`config.mk`:
```
export PLATFORM = sky130hd
export DESIGN_NAME = cvxif_commit_scheduler
export DESIGN_NICKNAME = d
export VERILOG_FILES = /design/src/rtl/cvxif_pkg.sv /design/src/rtl/cvxif_sched_pkg.sv /design/src/rtl/cvxif_sched_entry.sv /design/src/rtl/cvxif_commit_scheduler.sv
export SDC_FILE = /design/constraint.sdc
export NUM_CORES = 1
export LEC_CHECK = 0
export CAP_MARGIN = 25
export CORE_UTILIZATION = 40
export DETAILED_ROUTE_END_ITERATION = 10
export MAX_ROUTING_LAYER = met4
export PLACE_DENSITY = 0.74
export SLEW_MARGIN = 20
export SYNTH_ARGS = -nofsm -noshare
export SYNTH_HDL_FRONTEND = slang
export SYNTH_SLANG_ARGS = --single-unit
```
`constraint.sdc`:
```
create_clock -name clk_i -period 4.1 [get_ports clk_i]
set_input_delay 1.23 -clock clk_i [delete_from_list [all_inputs] [get_ports clk_i]]
set_output_delay 1.23 -clock clk_i [all_outputs]
set_load 0.01 [all_outputs]
```
`src/rtl/cvxif_pkg.sv`:
```
// CV-X-IF interface types shared by the core side and coprocessor blocks.
package cvxif_pkg;

  localparam int unsigned X_ID_WIDTH = 3;
  localparam int unsigned X_RFW      = 32;

  typedef struct packed {
    logic [X_ID_WIDTH-1:0] id;
    logic                  commit_kill;
  } x_commit_t;

  typedef struct packed {
    logic [X_ID_WIDTH-1:0] id;
    logic [X_RFW-1:0]      data;
    logic [4:0]            rd;
    logic                  we;
    logic                  exc;
    logic [5:0]            exccode;
  } x_result_t;

endpackage

```
`src/rtl/cvxif_sched_pkg.sv`:
```
// Types and constants for the CV-X-IF commit scheduler.
package cvxif_sched_pkg;

  typedef enum logic [2:0] {
    IDLE,
    ISSUED,
    COMMITTED,
    KILLED,
    OUT
  } sched_state_e;

  // Bit positions of the individual protocol-error sources.
  localparam int unsigned ERR_ISSUE  = 0;
  localparam int unsigned ERR_COMMIT = 1;
  localparam int unsigned ERR_EU     = 2;
  localparam int unsigned ERR_W      = 3;

endpackage

```
`src/rtl/cvxif_sched_entry.sv`:
```
// Per-ID lifecycle tracker: issue -> commit/kill -> EU result -> delivery.
module cvxif_sched_entry
  import cvxif_sched_pkg::*;
#(
  parameter bit ResultReg = 1'b1
) (
  input  logic         clk_i,
  input  logic         rst_ni,
  input  logic         issue_i,
  input  logic         commit_i,
  input  logic         kill_i,
  input  logic         eu_hs_i,
  input  logic         out_hs_i,
  output sched_state_e state_o,
  output logic         issue_err_o,
  output logic         commit_err_o
);

  sched_state_e state_q, state_d;
  logic         to_idle;

  always_comb begin
    state_d      = state_q;
    to_idle      = 1'b0;
    issue_err_o  = 1'b0;
    commit_err_o = commit_i && (state_q != ISSUED);
    case (state_q)
      IDLE: ;
      ISSUED: begin
        if (commit_i) state_d = kill_i ? KILLED : COMMITTED;
      end
      COMMITTED: begin
        // Without an output register the result leaves in the EU handshake cycle.
        if (eu_hs_i) begin
          if (ResultReg) begin
            state_d = OUT;
          end else begin
            state_d = IDLE;
            to_idle = 1'b1;
          end
        end
      end
      KILLED: begin
        if (eu_hs_i) begin
          state_d = IDLE;
          to_idle = 1'b1;
        end
      end
      OUT: begin
        if (out_hs_i) begin
          state_d = IDLE;
          to_idle = 1'b1;
        end
      end
      default: state_d = IDLE;
    endcase
    // A freeing entry may be re-issued in the same cycle.
    if (issue_i) begin
      if ((state_q == IDLE) || to_idle) state_d = ISSUED;
      else                              issue_err_o = 1'b1;
    end
  end

  always_ff @(posedge clk_i) begin
    if (!rst_ni) state_q <= IDLE;
    else         state_q <= state_d;
  end

  assign state_o = state_q;

endmodule

```
`src/rtl/cvxif_commit_scheduler.sv`:
```
// Holds EU results until the core commits their ID; drops killed results.
// Optional performance counters enabled by defining CVXIF_SCHED_PERF_EN.
module cvxif_commit_scheduler
  import cvxif_pkg::*;
  import cvxif_sched_pkg::*;
#(
  parameter int unsigned NbIds     = 2**X_ID_WIDTH,
  parameter bit          ResultReg = 1'b1
) (
  input  logic                  clk_i,
  input  logic                  rst_ni,
  input  logic                  issue_accept_i,
  input  logic [X_ID_WIDTH-1:0] issue_id_i,
  output logic                  issue_id_free_o,
  input  logic                  commit_valid_i,
  input  x_commit_t             commit_i,
  input  logic                  eu_valid_i,
  output logic                  eu_ready_o,
  input  x_result_t             eu_result_i,
  output logic                  result_valid_o,
  input  logic                  result_ready_i,
  output x_result_t             result_o,
  output logic                  busy_o,
  output logic                  proto_err_o
`ifdef CVXIF_SCHED_PERF_EN
  ,
  output logic [31:0]           perf_commit_cnt_o,
  output logic [31:0]           perf_kill_cnt_o,
  output logic [31:0]           perf_stall_cnt_o
`endif
);

  sched_state_e     state [NbIds];
  sched_state_e     eu_state;
  logic [NbIds-1:0] issue_sel, commit_sel, eu_hs_sel, out_hs_sel;
  logic [NbIds-1:0] issue_err, commit_err, busy_vec;
  logic             eu_hs, eu_load, eu_err, out_room, out_hs;
  logic [ERR_W-1:0] err_vec;
  logic             proto_err_q, proto_err_d;

  for (genvar i = 0; i < NbIds; i++) begin : g_entry
    assign issue_sel[i]  = issue_accept_i && (issue_id_i == X_ID_WIDTH'(i));
    assign commit_sel[i] = commit_valid_i && (commit_i.id == X_ID_WIDTH'(i));
    assign eu_hs_sel[i]  = eu_hs && (eu_result_i.id == X_ID_WIDTH'(i));
    assign out_hs_sel[i] = out_hs && (result_o.id == X_ID_WIDTH'(i));
    assign busy_vec[i]   = (state[i] != IDLE);

    cvxif_sched_entry #(
      .ResultReg (ResultReg)
    ) u_entry (
      .clk_i        (clk_i),
      .rst_ni       (rst_ni),
      .issue_i      (issue_sel[i]),
      .commit_i     (commit_sel[i]),
      .kill_i       (commit_i.commit_kill),
      .eu_hs_i      (eu_hs_sel[i]),
      .out_hs_i     (out_hs_sel[i]),
      .state_o      (state[i]),
      .issue_err_o  (issue_err[i]),
      .commit_err_o (commit_err[i])
    );
  end

  assign eu_state        = state[eu_result_i.id];
  assign issue_id_free_o = (state[issue_id_i] == IDLE);
  assign busy_o          = |busy_vec;

  always_comb begin
    eu_ready_o = 1'b0;
    case (eu_state)
      KILLED:    eu_ready_o = 1'b1;
      COMMITTED: eu_ready_o = out_room;
      default:   eu_ready_o = 1'b0;
    endcase
  end

  assign eu_hs   = eu_valid_i && eu_ready_o;
  assign eu_load = eu_hs && (eu_state == COMMITTED);
  // An EU result for an ID with nothing outstanding breaks the protocol.
  assign eu_err  = eu_valid_i && ((eu_state == IDLE) || (eu_state == OUT));

  if (ResultReg) begin : g_out_reg
    logic      out_valid_q, out_valid_d;
    x_result_t out_q, out_d;

    always_comb begin
      out_valid_d = out_valid_q;
      out_d       = out_q;
      if (out_hs) out_valid_d = 1'b0;
      if (eu_load) begin
        out_valid_d = 1'b1;
        out_d       = eu_result_i;
      end
    end

    always_ff @(posedge clk_i) begin
      if (!rst_ni) begin
        out_valid_q <= 1'b0;
        out_q       <= '0;
      end else begin
        out_valid_q <= out_valid_d;
        out_q       <= out_d;
      end
    end

    assign out_room       = !out_valid_q || result_ready_i;
    assign out_hs         = out_valid_q && result_ready_i;
    assign result_valid_o = out_valid_q;
    assign result_o       = out_q;
  end else begin : g_out_comb
    assign out_room       = result_ready_i;
    assign out_hs         = 1'b0;
    assign result_valid_o = eu_valid_i && (eu_state == COMMITTED);
    assign result_o       = eu_result_i;
  end

  always_comb begin
    err_vec             = '0;
    err_vec[ERR_ISSUE]  = |issue_err;
    err_vec[ERR_COMMIT] = |commit_err;
    err_vec[ERR_EU]     = eu_err;
    proto_err_d         = proto_err_q || (|err_vec);
  end

  always_ff @(posedge clk_i) begin
    if (!rst_ni) proto_err_q <= 1'b0;
    else         proto_err_q <= proto_err_d;
  end

  assign proto_err_o = proto_err_q;

`ifdef CVXIF_SCHED_PERF_EN
  logic [31:0] perf_commit_q, perf_commit_d;
  logic [31:0] perf_kill_q, perf_kill_d;
  logic [31:0] perf_stall_q, perf_stall_d;

  always_comb begin
    perf_commit_d = perf_commit_q;
    perf_kill_d   = perf_kill_q;
    perf_stall_d  = perf_stall_q;
    if (commit_valid_i && !commit_i.commit_kill) perf_commit_d = perf_commit_q + 32'd1;
    if (commit_valid_i && commit_i.commit_kill)  perf_kill_d   = perf_kill_q + 32'd1;
    if (eu_valid_i && !eu_ready_o)               perf_stall_d  = perf_stall_q + 32'd1;
  end

  always_ff @(posedge clk_i) begin
    if (!rst_ni) begin
      perf_commit_q <= '0;
      perf_kill_q   <= '0;
      perf_stall_q  <= '0;
    end else begin
      perf_commit_q <= perf_commit_d;
      perf_kill_q   <= perf_kill_d;
      perf_stall_q  <= perf_stall_d;
    end
  end

  assign perf_commit_cnt_o = perf_commit_q;
  assign perf_kill_cnt_o   = perf_kill_q;
  assign perf_stall_cnt_o  = perf_stall_q;
`endif

endmodule

```
==> After elaboration in Yosys (flattened, before gate mapping) <==
Index checks and enable logic that the tools add are counted.
{ "op_classes": {"order_cmp": 2, "n_eq_ne": 71, "mux": 106, "n_bitwise": 2, "n_reduce_logical": 81} }
{ "ops": {"columns": ["operator", "n"], "rows": [
  ["two-way mux 3 bit", 52],
  ["case mux 3 bit (5 select lines)", 8],
  ["== test 3 x 2 -> 1 bit, second input constant", 26],
  ["== test 3 bit, second input constant", 25],
  ["logical AND 1 bit", 44],
  ["logical NOT 3 bit", 14],
  ["== test 3 x 1 -> 1 bit, second input constant", 12],
  ["two-way mux 1 bit", 35],
  ["inequality test 3 x 1 -> 1 bit, second input constant", 8],
  ["nonzero test 3 bit", 8],
  ["binary-select mux 3 bit (select 3 bit)", 2],
  ["case mux 1 bit (2 select lines)", 9],
  ["OR reduction 17 bit", 1],
  ["logical OR 1 bit", 11],
  ["greater-or-equal comparator 4 bit, second input constant", 2],
  ["NOT 3 -> 4 bit", 2],
  ["OR reduction 8 bit", 1],
  ["nonzero test 2 bit", 1],
  ["logical NOT 1 bit", 1]
]} }
{ "totals": {"regBits": 74, "in_bits": 61, "out_inout_bits": 53, "wordCells": 278} }

==> Logic depth before layout (Yosys ltp) <==
Gate-level depths: netlist of the first run.
{ "logic_depth": {"depth_word": 15, "mapped_depth": 11} }

==> Cells and area by module <==
From an unflattened synthesis of the first run, not the netlist that was laid out.
{ "unflattened": {"hier_cells": 470, "hier_area_um2": 4013.8} }
{ "by_module_without_submodules": {"columns": ["mod", "n_inst", "cells_each", "area_per_inst_um2", "seq_area_each_um2"], "rows": [
  ["cvxif_commit_scheduler", 1, 318, 2652.5, 1001.0],
  ["cvxif_sched_entry", 8, 19, 170.2, 60.1]
]} }

==> Worst setup path after synthesis of the first run <==
Ideal clock, no wire load.
{ "synth_timing": {"path_kind": "input port to output port", "startpoint": "input eu_result_i[46] (netlist name)", "endpoint": "output eu_ready_o", "arrival_ns": 2.369, "required_ns": 2.870, "setup_slack_ns": 0.501, "cell_stages": 6, "cell_sequence": "buf_4 > buf_6 > mux2i_1 > a221oi_2 > o21a_1 > and3_1"} }
{ "synth_between": {"elab_chain_len": 6, "word_cells_on_any_way": 7, "classes_between": "eq/ne: 2; mux: 4; bitwise: 1"} }
{ "synth_lines": {"columns": ["item", "line", "text"], "rows": [
  ["from (decl)", "cvxif_commit_scheduler.sv:19", "input x_result_t eu_result_i,"],
  ["NOT 3 -> 4 bit (not written as such) *", "cvxif_commit_scheduler.sv:64", "assign eu_state = state[eu_result_i.id];"],
  ["binary-select mux 3 bit (select 3 bit) *", "cvxif_commit_scheduler.sv:64", null],
  ["two-way mux 3 bit (not written as such) * (2 in a row)", "cvxif_commit_scheduler.sv:64", null],
  ["== test 3 x 2 -> 1 bit", "cvxif_commit_scheduler.sv:70", "case (eu_state)"],
  ["case mux 1 bit (2 select lines) *", "cvxif_commit_scheduler.sv:70", null],
  ["to (decl)", "cvxif_commit_scheduler.sv:18", "output logic eu_ready_o,"]
]} }
Mark *: on every way between the ends. The rest lies on a longest branch, timed or not. The select of a mux whose other input is x is not followed.

==> Worst setup path in the final report of the first run <==
{ "layout_timing": {"startpoint": "input eu_result_i[47] (netlist name)", "endpoint": "output eu_ready_o"} }
The elaborated chain is that of the path after synthesis.

==> results of run 1 <==
-- kinds of logic after synthesis --
| family | count (synthesis) | share of synthesized area (%) |
|---|---|---|
| flops | 74 | 37.83 |
| simple gates | 192 | 26.36 |
| mux | 58 | 15.46 |
| compound gates | 87 | 14.92 |
| buf+inv | 38 | 5.431 |
-- worst register-to-register path, delay by kind of cell (launching register included) --
kind / cells / cell delay (ps)
multiplexers: 1 / 150
AND/OR/NAND/NOR: 2 / 920
AO/OA/AOI/OAI: 3 / 650
flip-flops: 1 / 530
buffers and inverters: 1 / 160
-- metal layers --
metal / vias to the layer above / GRT usage, %
met1: 1844 / 31.72
li1: 1857 / -
met4: 0 / 9.810
met3: 28 / 6.033
met5: - / -
met2: 177 / 39.30
-- through the flow --
stage / total power [W] / instance area [sq um] / hold WS (ps) / utilization (%) / setup TNS [ps]
after floorplan: 0.0009319 / 3916 / 480.0 / - / 0
after global placement: 0.001083 / 5210 / 470.7 / 55.59 / -504.9
after detailed placement: 0.001087 / 5210 / 485.6 / 55.59 / -621.7
after CTS: 0.001596 / 5388 / 505.1 / 57.49 / 0
after global routing: 0.001648 / 5388 / 520.7 / 57.49 / 0
final: 0.001582 / 5390 / 502.7 / 57.52 / 0
-- flip-flops by register name, indices dropped and copies added, names as in the netlist --
name,count
proto_err_o,1
g_entry.u_entry.state_o,24
result_o,48
result_valid_o,1
-- repair_timing --
item / 4_1_cts / 5_1_grt
endpoints found under the setup margin: 2 / 0
buffers inserted: 2 / 0
resized for setup: 9 / 0
-- final timing paths --
path,endpoint,slack [ps],depth (start not counted)
max,eu_ready_o,100,6
min,result_o[35]$_SDFFE_PN0P_,500,2
max reg2reg,g_entry[0].u_entry.state_o[2]$_SDFF_PN0_,1640,7
min reg2reg,result_o[35]$_SDFFE_PN0P_,500,2
-- placed cells by master (no fill, tap or decap), types with 4 or more instances in the layout --
cell type,instances
or3b_2,4
nand2_1,16
nand3_1,12
inv_1,8
o21ai_0,23
clkbuf_8,9
dlygate4sd2_1,4
nand4b_1,4
nand3b_1,7
dfxtp_1,74
mux2i_1,56
a21oi_1,16
buf_4,18
nor2_1,67
a31oi_1,4
nand2b_1,16
nor3_1,17
a211oi_1,5
a22oi_1,4
clkdlybuf4s50_1,108
nand4_1,5
nor3b_1,9
nor2b_1,13
-- final cells by class --
class                   count  area, sq um  area share [%]
multi-input cells         337         2232           41.41
flip-flops and latches     74         1481           27.48
repair buffers            134         1316           24.42
well taps                 129        161.4           2.994
clock buffers               9        123.9           2.298
clock inverters             6        42.54          0.7892
inverters                   8        30.03          0.5571
diodes                      1        2.502         0.04643
-- power by group through the flow --
| stage | registers (W) | clock network [W] | logic (W) |
|---|---|---|---|
| 2_1_floorplan | 0.000784 | 0 | 0.000148 |
| 3_3_place_gp | 0.000779 | 0 | 0.000304 |
| 3_5_place_dp | 0.000780 | 0 | 0.000307 |
| 4_1_cts | 0.000764 | 0.000525 | 0.000308 |
| 5_1_grt | 0.000768 | 0.000548 | 0.000333 |
| 6_report | 0.000764 | 0.000510 | 0.000308 |
==> flow_summary.yaml, run 1 <==
route:
  wl_met2_um: 5329
  top_layer_used: "met4"
  num_vias: 3906
  viasPerCell: 5.596
  wl_met3_um: 1032
  met1_length_um: 5373
  first_pass_iters: 5
  wl_um: 12010
  drcViolationCount: 0
  ant_nets: 0
  post_drt_wl_per_cell_um: 17.20
  drtIter0Drc: 283
pwr:
  p_int_w: 0.001131
  p_sw_w: 0.0004505
  p_leak_nw: 1.860
  p_comb_share_pct: 19.5
  ir_drop_v: 0.0001967
  p_clk_share_pct: 32.2
  p_per_area_nw_per_um2: 293.4
  swShare_pct: 28.48
  seq_power_share_pct: 48.3
clock_network:
  clkSinkCount: 74
  cts_made_buffers: 9
  htreeDepth: 3
  cts_buffer_depth: 2
  cts_hold_buf: 0
  clk_pin_slew_ps: 80
  cts-root-buf: "clkbuf_8"
  clk_latency_ps: 350
  cts_tree: "built"
setup_path:
  startpoint_type: "input port"
  path_cells: "clkdlybuf4s50_1 -> nor2_1 -> a221oi_2 -> o21a_1 -> and3_1 -> buf_2"
  worstSetupPathType: "in -> out"
  slowest_delay_ps: 620
  cp_top_family: "buffers and inverters"
  worstReg2RegStart: "g_entry[0].u_entry.state_o[1]$_SDFF_PN0_"
  crit_buf_inv: 2
  cp_data_arrival_time_ps: 2770
  slowest_stage: "clkdlybuf4s50_1"
  end_kind: "output pin"
  path_max_fanout: 8
  cp_data_required_time_ps: 2870
  timing.critical_path.from: "eu_result_i[47]"
floorplanning:
  die_w_um: 100.9
  core_area_sq_um: 9371
  dieArea_sq_um: 10190
  num_rows: 35
  dieHeight_um: 100.9
  initial_core_util_pct: 41.79
  io_pins: 114
sta:
  setup-violations-final: 0
  min_period_ps: 3996
  finalCritPeriodShare_pct: 97.47
  maxSlewHeadroom_pct: 61.35
  finalHoldViolCount: 0
  rsz0062_at_grt: "false"
  report.final.slew_viol_count: 0
  worst_pin_slew_ps: 572.2
  timing.fmax_ghz: 0.2502
  setup_ws_ps: 103.6
  final.setup_skew_ps: 9.474
global_routing:
  grt_overflow_total: 0
  grt_pass1_vias: 3933
  track_usage_pct: 25.30
  antenna_found_initial: 0
  grt_max_degree: 45
  grt_pass1_wl_um: 19340
cells_and_area:
  fillCellCount: 899
  area_growth_pct: 37.64
  stdcell_count: 698
  drive_gt1_share_pct: 8.275
  fin_nets: 625
worst_hold_path:
  holdCritStartpoint: "result_o[35]$_SDFFE_PN0P_"
  min_path_type: "reg -> reg"
run:
  cap_viol_max_count: 0
run_status:
  status: "finished clean"
yosys:
  yosysMostFrequentCell: "dfxtp_1"
  yosys_warnings: 0
  syn-cell-area_sq_um: 3916
  ys_seq_area_share_pct: 37.83
  synth_flop_cell: "dfxtp_1"
  yosys.area.top_type_share_pct: 37.83
  synth_cell_type_count: 60
  async_flop_share_pct: 0
  synth_cells: 449
  synth_top_area_cell: "dfxtp_1"
  yosys_register_bits: 74
  synth_commonest_cells: "dfxtp_1, nor2_1, mux2i_1"
  synth_edf_count: 0
  synthesis.nets: 510
  syn_area_per_cell_sq_um: 8.722
  yosys-top-cells-area: "dfxtp_1, mux2i_1, nor2_1, o21ai_0, nand2b_1"
placed_design:
  numPortBuffers: 113
  place.detailed.hpwl_um: 9123
  gp_congestion: 0.9660
  place_ws_ps: -537.1
  dp.cells: 680
No activity file was read; power rests on OpenSTA's default activity.
==> run 2: changes to the inputs <==
--- a/config.mk
+++ b/config.mk
@@ -5,11 +5,13 @@
 export SDC_FILE = /design/constraint.sdc
 export NUM_CORES = 1
 export LEC_CHECK = 0
+export ABC_CLOCK_PERIOD_IN_PS = 4100
 export CAP_MARGIN = 25
 export CORE_UTILIZATION = 40
 export DETAILED_ROUTE_END_ITERATION = 10
 export MAX_ROUTING_LAYER = met4
 export PLACE_DENSITY = 0.74
+export REMOVE_ABC_BUFFERS = 1
 export SLEW_MARGIN = 20
 export SYNTH_ARGS = -nofsm -noshare
 export SYNTH_HDL_FRONTEND = slang
==> constraint.sdc (replaced) <==
create_clock -name clk_i -period 4.1 [get_ports clk_i]
set_input_delay 1.23 -clock clk_i [delete_from_list [all_inputs] [get_ports clk_i]]
set_output_delay 1.23 -clock clk_i [all_outputs]
set_load 0.1 [all_outputs]
==> run 2 against run 1 <==
Effect of this change: worst hold slack lost 1.3 ps; flip-flop and latch count stayed put; clock skew is 2.3 ps higher; global-route usage down 0.49 points; cell area grew 0.70%; combinational power increased by 56%; critical path depth stayed put; via count shrank 0.13%; critical endpoint unchanged; highest routed layer unchanged.
==> flow_summary.yaml, run 2 (synthesis gave the netlist of run 1 again) <==
run_status:
  status: "finished clean"
cells_and_area:
  final_area_sq_um: 5428
  diodes: 0
  layout_commonest_cell: "clkdlybuf4s50_1"
  fin_nets: 623
  area_growth_pct: 38.59
  fillCellCount: 863
  layout_common_cells: "clkdlybuf4s50_1, dfxtp_1, nor2_1, mux2i_1, o21ai_0"
  largest_reg_flops: 48
  drive_gt1_share_pct: 8.642
  fin_util_pct: 57.92
clock_network:
  htreeDepth: 3
  cts_buffer_depth: 2
  cts_hold_buf: 0
  cts_tree: "built"
  cts_made_buffers: 9
  clk_pin_slew_ps: 90
  cts-root-buf: "clkbuf_8"
  clkSinkCount: 74
  clk_latency_ps: 350
setup_path:
  end_kind: "output pin"
  path_max_fanout: 2
  worstSetupPathType: "in -> out"
  startpoint_type: "input port"
  slowest_stage: "mux4_2"
  path_cells: "clkdlybuf4s15_1 -> mux4_2 -> and2_0 -> a31oi_2 -> and3_4 -> buf_12"
  cp_data_required_time_ps: 2870
  slowest_delay_ps: 540
  cp_data_arrival_time_ps: 2870
route:
  num_vias: 3901
  first_pass_iters: 5
  drtIter0Drc: 281
  post_drt_wl_per_cell_um: 17.53
  viasPerCell: 5.605
  ant_nets: 0
  drcViolationCount: 0
  wl_um: 12200
global_routing:
  grt_pass1_vias: 3760
  antenna_found_initial: 0
  track_usage_pct: 24.81
  grt_overflow_total: 0
  grt_max_degree: 29
  grt_pass1_wl_um: 19040
placed_design:
  gp_congestion: 0.9992
  place.detailed.hpwl_um: 9213
  numPortBuffers: 113
  placedInstanceArea_sq_um: 5209
sta:
  final.setup_skew_ps: 11.77
  report.final.slew_viol_count: 0
  worst_pin_slew_ps: 1011
  finalHoldViolCount: 0
  totalNegativeSetupSlack_ps: 0
  finalCritPeriodShare_pct: 99.94
  maxSlewHeadroom_pct: 32.36
  setup-violations-final: 0
  whs_ps: 501.4
  timing.fmax_ghz: 0.2441
  min_period_ps: 4097
floorplanning:
  die_w_um: 100.9
  initial_core_util_pct: 41.79
  dieHeight_um: 100.9
  num_rows: 35
  io_pins: 114
  core_area_sq_um: 9371
  dieArea_sq_um: 10190
pwr:
  swShare_pct: 34.59
  p_clk_share_pct: 32.4
  ir_drop_v: 0.0002955
  p_per_area_nw_per_um2: 339.8
  p_int_w: 0.001206
  p_leak_nw: 1.876
  seq_power_share_pct: 41.4
  p_sw_w: 0.0006380
  p_comb_share_pct: 26.2
worst_hold_path:
  min_path_type: "reg -> reg"
run:
  cap_viol_max_count: 0
[run 2: cell types whose count changed in the layout (fill, tap and decap cells not counted), sizes merged]
cell / delta
bufinv: +1
buf: +1
diode: -1
inv: -1
clkinvlp: -1
clkinv: +1
clkdlybuf4s50: -2
dlygate4sd2: -3
dlymetal6s2s: +1
clkbuf: +1
clkdlybuf4s15: +1
[run 2: metal layers]
layer | global-route usage [%] | part of all wire (%)
met5 | - | 0
met4 | 8.473 | 2.7
met3 | 6.865 | 9.1
met2 | 37.78 | 44
met1 | 31.60 | 45
[run 2: final cells by class]
type | instances | area, sq um | share of cell area (%)
Multi-Input combinational cell | 337 | 2233 | 41.15
Sequential cell | 74 | 1481 | 27.29
Timing Repair Buffer | 132 | 1319 | 24.30
Tap cell | 129 | 161.4 | 2.974
Clock buffer | 10 | 127.6 | 2.351
Clock inverter | 6 | 75.07 | 1.383
Inverter | 8 | 30.03 | 0.5532
[run 2: what timing repair did]
action	CTS	global route
setup endpoints to repair	1	1
gates resized for setup	5	3
endpoints found under the hold margin	0	0
buffers inserted	0	0
pin swaps	0	0
[run 2: metrics by stage]
| stage | instances | setup slack [ps] | total power, W |
|---|---|---|---|
| after global placement | 680 | -271.1 | 0.001255 |
| after global routing | 696 | -46.81 | 0.001908 |
| after floorplan | 419 | -155.3 | 0.001080 |
| after CTS | 696 | 9.346 | 0.001852 |
| after detailed placement | 680 | -272.4 | 0.001258 |
| final | 696 | 2.661 | 0.001844 |
[run 2: path summary, 6_finish.rpt]
kind	from	depth (start not counted)	slack, ps	end
max	eu_result_i[45]	6	3	eu_ready_o
min	result_o[34]$_SDFFE_PN0P_	2	500	result_o[34]$_SDFFE_PN0P_
max reg2reg	g_entry[5].u_entry.state_o[2]$_SDFF_PN0_	7	1770	result_o[2]$_SDFFE_PN0P_
min reg2reg	result_o[34]$_SDFFE_PN0P_	2	500	result_o[34]$_SDFFE_PN0P_
[run 2: power by group through the flow]
stage | Clock, W | Sequential (W) | Combinational, W
final | 0.000598 | 0.000764 | 0.000482
after global routing | 0.000637 | 0.000768 | 0.000503
after CTS | 0.000607 | 0.000764 | 0.000480
after detailed placement | 0 | 0.000780 | 0.000478
after global placement | 0 | 0.000780 | 0.000475
after floorplan | 0 | 0.000922 | 0.000157
[run 2: worst max-delay path, delay by kind of cell]
family                 cells  cell delay, ps
AO/OA/AOI/OAI              1             210
AND/OR/NAND/NOR            2             450
multiplexers               1             540
buffers and inverters      2             440
